## src/rtl/io_ports.sv

```systemverilog
// Bidirectional parallel I/O ports with per-bit direction, input
// synchronisers and edge-triggered interrupt flags.
module io_ports #(
  parameter int NPORTS      = 2,
  parameter int WIDTH       = 8,
  parameter int SYNC_STAGES = 2,
  parameter int EDGE_MODE   = 0,
  localparam int AW         = $clog2(NPORTS) + 2
) (
  input  logic                     clk,
  input  logic                     rst_n,
  input  logic                     enable,
  input  logic                     we_n,
  input  logic [AW-1:0]            A,
  input  logic [7:0]               DI,
  output logic [7:0]               DO,
  output logic                     OE,
  output logic [NPORTS*WIDTH-1:0]  PO,
  output logic [NPORTS*WIDTH-1:0]  POE,
  input  logic [NPORTS*WIDTH-1:0]  PI,
  output logic                     irq_n
);

  localparam int NB = NPORTS * WIDTH;

  logic [WIDTH-1:0] data_q [NPORTS];
  logic [WIDTH-1:0] ddr_q  [NPORTS];
  logic [WIDTH-1:0] ien_q  [NPORTS];
  logic [WIDTH-1:0] ifr_q  [NPORTS];

  logic [NB-1:0] sync_q [SYNC_STAGES];
  logic [NB-1:0] hist_q;
  logic [NB-1:0] pin;
  logic [NB-1:0] edg;

  logic [AW-1:0]     pfield;
  logic [1:0]        r;
  logic [NPORTS-1:0] sel;
  logic              valid;
  logic              wr;
  logic              rd;
  logic [WIDTH-1:0]  wdata;
  logic [7:0]        rdata;
  logic              pend;

  assign pfield = A >> 2;
  assign r      = A[1:0];
  assign wdata  = DI[WIDTH-1:0];
  assign pin    = sync_q[SYNC_STAGES-1];

  always_comb begin
    case (EDGE_MODE)
      0:       edg = pin & ~hist_q;
      1:       edg = ~pin & hist_q;
      default: edg = pin ^ hist_q;
    endcase
  end

  // Port index beyond NPORTS selects nothing, so the access is inert.
  always_comb begin
    sel   = '0;
    rdata = 8'h00;
    pend  = 1'b0;
    for (int p = 0; p < NPORTS; p++) begin
      sel[p] = enable && (pfield == AW'(p));
      pend   = pend | (|(ifr_q[p] & ien_q[p]));
      if (sel[p]) begin
        unique case (r)
          2'd0: rdata = 8'((ddr_q[p] & data_q[p]) |
                           (~ddr_q[p] & pin[p*WIDTH +: WIDTH]));
          2'd1: rdata = 8'(ddr_q[p]);
          2'd2: rdata = 8'(ien_q[p]);
          2'd3: rdata = 8'(ifr_q[p]);
        endcase
      end
    end
    valid = |sel;
    wr    = valid && !we_n;
    rd    = valid && we_n;
  end

  always_comb begin
    PO  = '0;
    POE = '0;
    for (int p = 0; p < NPORTS; p++) begin
      PO[p*WIDTH +: WIDTH]  = data_q[p];
      POE[p*WIDTH +: WIDTH] = ddr_q[p];
    end
  end

  always_ff @(posedge clk) begin
    if (!rst_n) begin
      for (int p = 0; p < NPORTS; p++) begin
        data_q[p] <= '0;
        ddr_q[p]  <= '0;
        ien_q[p]  <= '0;
        ifr_q[p]  <= '0;
      end
      for (int s = 0; s < SYNC_STAGES; s++) sync_q[s] <= '0;
      hist_q <= '0;
      DO     <= 8'h00;
      OE     <= 1'b0;
      irq_n  <= 1'b1;
    end else begin
      sync_q[0] <= PI;
      for (int s = 1; s < SYNC_STAGES; s++) sync_q[s] <= sync_q[s-1];
      hist_q <= pin;
      OE     <= rd;
      DO     <= rd ? rdata : 8'h00;
      irq_n  <= !pend;
      for (int p = 0; p < NPORTS; p++) begin
        if (wr && sel[p] && r == 2'd0) data_q[p] <= wdata;
        if (wr && sel[p] && r == 2'd1) ddr_q[p]  <= wdata;
        if (wr && sel[p] && r == 2'd2) ien_q[p]  <= wdata;
        // A new edge wins over a same-cycle write-1-to-clear.
        ifr_q[p] <= (ifr_q[p] &
                     ~((wr && sel[p] && r == 2'd3) ? wdata : '0)) |
                    (edg[p*WIDTH +: WIDTH] & ~ddr_q[p] & ien_q[p]);
      end
    end
  end

endmodule

```

## config.mk

```make
export PLATFORM = sky130hd
export DESIGN_NAME = io_ports
export DESIGN_NICKNAME = d
export VERILOG_FILES = /design/src/rtl/io_ports.sv
export SDC_FILE = /design/constraint.sdc
export NUM_CORES = 1
export LEC_CHECK = 0
export BUFFER_PORTS_ARGS = -buffer_cell sky130_fd_sc_hd__buf_2
export CAP_MARGIN = 25
export CORE_UTILIZATION = 45
export CTS_CLUSTER_DIAMETER = 60
export DETAILED_ROUTE_END_ITERATION = 7
export PLACE_DENSITY = 0.66
export SLEW_MARGIN = 20
export SYNTH_ARGS = -nofsm -noshare
export SYNTH_HDL_FRONTEND = slang
export SYNTH_SLANG_ARGS = --single-unit
export TNS_END_PERCENT = 30
```

## constraint.sdc

```tcl
create_clock -name clk -period 3.4 [get_ports clk]
set_input_delay 0.34 -clock clk [delete_from_list [all_inputs] [get_ports clk]]
set_output_delay 0.34 -clock clk [all_outputs]
set_load 0.01 [all_outputs]
```

==> impl_results.md, run 1 <==
* Unrepaired setup endpoints after global routing: false
* Router iterations before antenna repair at 5
* Overall Power at 3.55 mW
* Port Buffer Count at 72
* Starting DRT DRC Count at 200
* Reg power frac at 46.1%
* Die height at 104 µm
* Cts hold-fix bufs at 0
* Cell Area, Synth at 0.00470 mm²
* Final Cycle Share at 48.1%
* Clock buffer depth at 2
* Die Width at 104 µm
* Syn_nets at 428
* H-tree Lvls at 4
* Initial core utilization at 47.2%
* Max incr delay on CP at 0.54 ns
* Multi-input combinational cell area at 0.00167 mm²
* Worst Setup Start Kind: primary input
* # setup viols final at 0
* Cells after Synth at 397
* Crit path capture type: flop
* Vias per Instance at 5.45
* Root buffer cell: clkbuf_8
* Relative slew margins at 48.9%
* Antenna diodes at 0
* Initial antenna violation count at 0
* Post-Route Skew at 0.00771 ns
* Vias in the first global route at 3351
* Post-route ant nets at 0
* DR vias at 3412
* Crit path required time at 3.62 ns
* Total Neg Setup Slack at 0 ns
* Setup CP Type: in2reg
* Leakage at 2.28 nW
* Status: complete, no violations
* Residual DRC count at 0
* Most common cell after layout, fill and taps aside: dfxtp_1
* Num ports at 73
* # rows at 36
* Wire per inst at 17.9 µm
* Critical-path maximum fanout at 18
* Synthesis-stage register bit count at 122
* Clk sink count at 122
* Detailed-placement wirelength estimate at 7540 µm
* Post-cts sizing count at 0
* Comb pwr share at 6.2%
* Worst-Margin Slew at 0.764 ns
* Layout cells sized above 1 at 25.2%
* Post-synthesis sequential area ratio at 62.1%
* HP Class: in2reg
* Setup Buffers After CTS at 0
* Gr usage total at 21.8%
* Crit path time final at 1.63 ns
* First-pass GRT wire length at 17700 µm
* Fin. max-slew vios at 0
* Final wirelength at 11200 µm
* GPL Wtd Cong at 0.779
* Commonest non-fill, non-tap cells in the layout: dfxtp_1, and2_1, buf_2
* Layout overhead on the synthesized area at 23.0%
* Dpl cells at 594
* Fmax at 612 MHz
* Avg Cell Area, Syn at 11.8 µm²
* Crit path DAT at 1.85 ns
* Register area at 0.00292 mm²
* Switching share of power at 22.3%
* Pin count of the biggest net entering global routing at 45
* Crit-path slowest cell: o21ai_0
* Clock-pin transition on the worst setup and hold timing paths at 0.06 ns
* Worst vdd ir at 0.000507 V
* Final Non-Filler Cells at 626
* Hold Violations, Final at 0
* Yosys cell types at 32
* CTS Buf Count at 17
* Total overflow reported by the global router at 0
* Fin nets at 511
* Internal power at 2.76 mW
* FILL cells at 824
* PwrDens at 613 mW/mm²
* CTS tree: done
* Core area at 0.00995 mm²
* Clk_lat worst skew at 0.50 ns
* Synthesis Warnings at 0
* Maxcap violations at 0
* Worst path cell trace: buf_2 > or3b_4 > o21ai_0 > buf_4
* Die ar. at 0.0109 mm²
* Sw power at 0.789 mW
* Clk pwr share at 47.7%
-- synth_stat cells --
cell type   n  area share [%]
buf_6       3            0.72
nand2b_1   10             1.3
buf_4       1            0.16
o21a_1      8             1.3
or3b_2      1            0.19
inv_1       1           0.080
a22oi_1     4            0.64
nor2b_1     9             1.2
nor2_4      1            0.24
or3b_1      7             1.3
a22o_1      2            0.37
mux2_2      8             1.9
a21boi_0    8             1.3
o31ai_1     2            0.32
buf_2       4            0.43
nor2_1      3            0.24
edfxtp_1   48              31
nand3_1     3            0.32
nor3b_1     8             1.3
mux2i_1     8             1.7
a211oi_1   16             2.6
clkbuf_1   11            0.88
o21ai_0    45             4.8
dfxtp_1    74              31
nor3_1      1            0.11
buf_1       1           0.080
and2_1     72             9.6
nor4bb_1    8             1.7
nand2_1    11            0.88
a221oi_1    2            0.37
a21oi_1    16             1.7
or3b_4      1            0.24
-- registers in the layout (all words and copies together), names as in the netlist --
signal	count
sync_q	32
data_q	16
ddr_q	16
hist_q	16
ien_q	16
ifr_q	16
DO	8
OE	1
irq_n	1
-- routing by layer --
| metal | wire, µm | vias up | GRT usage, % |
|---|---|---|---|
| met4 | 155 | 0 | 6.63 |
| met5 | 0 | - | 0 |
| li1 | - | 1594 | - |
| met3 | 886 | 14 | 6.45 |
| met2 | 5350 | 148 | 34.8 |
| met1 | 4810 | 1656 | 28.4 |
-- cell type report --
type / instances / area share, %
clock buffers: 22 / 8.39
clock inverters: 10 / 1.49
inverters: 1 / 0.0649
multi-input cells: 254 / 28.9
flip-flops and latches: 122 / 50.5
well taps: 133 / 2.88
repair buffers: 84 / 7.79
-- stage by stage --
step	worst slack (ns)	utilization [%]	cell area (µm²)	hold WS, ns
final	1.77	58.1	5790	0.0398
after CTS	1.74	58.1	5790	0.0185
after global placement	1.30	52.4	5210	0.415
after detailed placement	1.22	52.4	5210	0.417
after floorplan	1.39	-	4700	0.412
after global routing	1.64	58.1	5790	0.0197
-- critical path: cells and delay by family --
family | cells | cell delay (ns)
buf+inv | 2 | 0.49
simple gates | 1 | 0.49
compound gates | 1 | 0.54
-- worst paths after layout --
path                                      end  slack (ns)           from  cells after the start
worst min-delay path            sync_q[0][13]        0.04         PI[13]                      2
worst min register to register  sync_q[0][27]        0.43  sync_q[0][11]                      1
worst max-delay path              ddr_q[0][2]        1.77           A[2]                      4
worst max register to register          irq_n        1.85    ien_q[0][4]                      4
-- power by group through the flow --
stage	logic (mW)	clock network [mW]	registers (mW)
after detailed placement	0.221	0	1.66
after global placement	0.217	0	1.66
after CTS	0.222	1.72	1.63
after global routing	0.242	1.78	1.64
after floorplan	0.119	0	1.66
final	0.221	1.69	1.63
-- logic make-up (layout without fill, tap and decap cells) --
| kind of cell | Yosys count | count (layout) | share of synthesized area (%) |
|---|---|---|---|
| buffers and inverters | 21 | 117 | 2.34 |
| AOI/OAI and AO/OA | 103 | 103 | 13.3 |
| DFF | 122 | 122 | 62.1 |
| muxes | 16 | 16 | 3.62 |
| and+or+nand+nor | 135 | 135 | 18.6 |
No activity file was read; power rests on OpenSTA's default activity.
==> inputs of run 2 (changes only) <==
- ABC_AREA: unset -> 1
- PLACE_DENSITY: 0.66 -> 0.68
- clock period: 3.4 -> 1.5 ns (I/O delays scaled with it)
==> run 2 against run 1 <==
- wire length rose by 20%
- via count up 27%
- critical path type is now reg2out
- final area rose by 9.6%
- worst setup slack got worse by 1.6 ns
- core utilization rose by 0.39 points
- count of clock-buffer cells in the layout down 1
- register-to-register slack lost 1.5 ns
- non-clock buffer count increased by 28
- area after synthesis increased by 6.9%
==> impl_results.md, run 2 <==
* Status: complete, no violations
* Router iterations before antenna repair at 5
* Vias in the first global route at 4122
* Post-synth EDFFs at 48
* Min Hold Slack at 0.161 ns
* Largest Register: sync_q
* Unrepaired setup endpoints after global routing: false
* CTS Buf Count at 17
* Largest register FFs at 32
* Switching share of power at 24.0%
* Setup Buffers After CTS at 0
* Relative slew margins at 70.1%
* Setup CP Type: reg2out
* Num ports at 73
* Layout cells sized above 1 at 17.3%
* Syn_nets at 647
* Post-cts sizing count at 0
* Top delay family on crit path: flip-flops
* Top_reg_cell synth: dfxtp_1
* Post-route cell area at 0.00634 mm²
* Worst slack at placement at 0.0616 ns
* Post-route ant nets at 0
* First-pass GRT wire length at 20800 µm
* Die Width at 108 µm
* Hold Violations, Final at 0
* Synthesis-stage register bit count at 122
* Maxcap violations at 0
* HP Class: in2reg
* Post-Route Skew at 0.00994 ns
* # setup viols final at 0
* Die height at 108 µm
* Internal power at 6.22 mW
* Final wirelength at 13400 µm
* Cts hold-fix bufs at 24
* Most common cell after layout, fill and taps aside: nand2_1
* Fin. max-slew vios at 0
* Initial antenna violation count at 0
* Avg Cell Area, Syn at 8.16 µm²
* Top cell type's share of synthesized area at 29.5%
* Worst Setup Start Kind: flop
* Worst-Margin Slew at 0.447 ns
* Total overflow reported by the global router at 0
* Crit path time final at 1.36 ns
* Core area at 0.0108 mm²
* Reg power frac at 45.5%
* Top cells by count, synth: nand2_1, nor2_1, inv_1
* Top-count cell post-synth: nand2_1
* Comb pwr share at 7.9%
* Antenna diodes at 0
* Wire per inst at 15.2 µm
* Async SR Flop Fraction at 0%
* Gr usage total at 24.7%
* Synthesis Warnings at 0
* Vias per Instance at 4.91
* Clk pwr share at 46.6%
* Final worst slack at 0.143 ns
* Port Buffer Count at 72
* Post-synthesis sequential area ratio at 58.2%
* Leakage at 3.17 nW
* Clock-pin transition on the worst setup and hold timing paths at 0.06 ns
* PwrDens at 1290 mW/mm²
* CP bufs+invs at 1
* Residual DRC count at 0
* Crit path capture type: primary output
* Placed instance area at 0.00555 mm²
* Clk sink count at 122
* Pin count of the biggest net entering global routing at 43
* Clock buffer depth at 2
* Crit path required time at 1.35 ns
* Worst vdd ir at 0.00114 V
* Final Cycle Share at 90.5%
* Cell taking the most area after synthesis: dfxtp_1
* Initial core utilization at 46.4%
* DR vias at 4317
* Fmax at 737 MHz
* Area contributors post-synth: dfxtp_1, edfxtp_1, nand2_1
* Cell Area, Synth at 0.00503 mm²
* Max incr delay on CP at 0.48 ns
* Crit path DAT at 1.21 ns
* Layout overhead on the synthesized area at 26.2%
* Cells after Synth at 616
* Starting DRT DRC Count at 338
* # rows at 38
* Clk_lat worst skew at 0.53 ns
* H-tree Lvls at 4
* Fin nets at 757
* Total Neg Setup Slack at 0 ns
* Commonest non-fill, non-tap cells in the layout: nand2_1, nor2_1, inv_1
* Worst path cell trace: buf_2
* Sw power at 1.97 mW
* Detailed-placement wirelength estimate at 9580 µm
* GPL Wtd Cong at 0.907
* Critical-path maximum fanout at 4
* Root buffer cell: clkbuf_8
* Yosys cell types at 22
* Die ar. at 0.0116 mm²
* CTS tree: done
* Crit-path slowest cell: edfxtp_1
run 2: kinds of logic after synthesis:
family	after synthesis	synth area share (%)
AO/OA/AOI/OAI	32	3.34
AND/OR/NAND/NOR	354	28.9
buffers and inverters	108	9.63
flip-flops	122	58.2
run 2: cell type report:
cell class,instances,area (µm²)
clock buffer,21,429
multi-input combinational,386,1620
sequential,122,2920
clock inverter,11,121
fill,1006,4500
inverter,87,329
tap,140,175
timing repair buffer,112,746
run 2: final timing paths:
kind | start | end | slack [ns] | cells past startpoint
min | rst_n | hist_q[3] | 0.16 | 4
min reg2reg | sync_q[0][14] | sync_q[0][30] | 0.41 | 2
max reg2reg | ddr_q[0][2] | DO[2] | 0.34 | 7
max | ddr_q[0][0] | POE[0] | 0.14 | 1
run 2: power by group through the flow:
stage,Sequential [mW],Combinational (mW),Clock [mW]
floorplan,3.77,0.345,0
global placement,3.79,0.583,0
detailed placement,3.79,0.589,0
CTS,3.72,0.640,3.88
global route,3.73,0.715,4.03
finish,3.72,0.644,3.82
run 2: metrics by stage:
step	total power, mW	utilization [%]	std cells
2_1_floorplan	4.12	-	616
3_3_place_gp	4.37	51.2	823
3_5_place_dp	4.37	51.2	823
4_1_cts	8.24	58.5	879
5_1_grt	8.48	58.5	879
6_report	8.18	58.5	879
run 2: layer usage:
| metal | vias up | wire [µm] | global-route usage [%] | part of all wire (%) |
|---|---|---|---|---|
| li1 | 2136 | - | - | - |
| met1 | 1979 | 5780 | 31.8 | 43 |
| met2 | 177 | 6300 | 38.7 | 47 |
| met3 | 25 | 1000 | 7.38 | 7.5 |
| met4 | 0 | 301 | 10.2 | 2.2 |
| met5 | - | 0 | 0 | 0 |
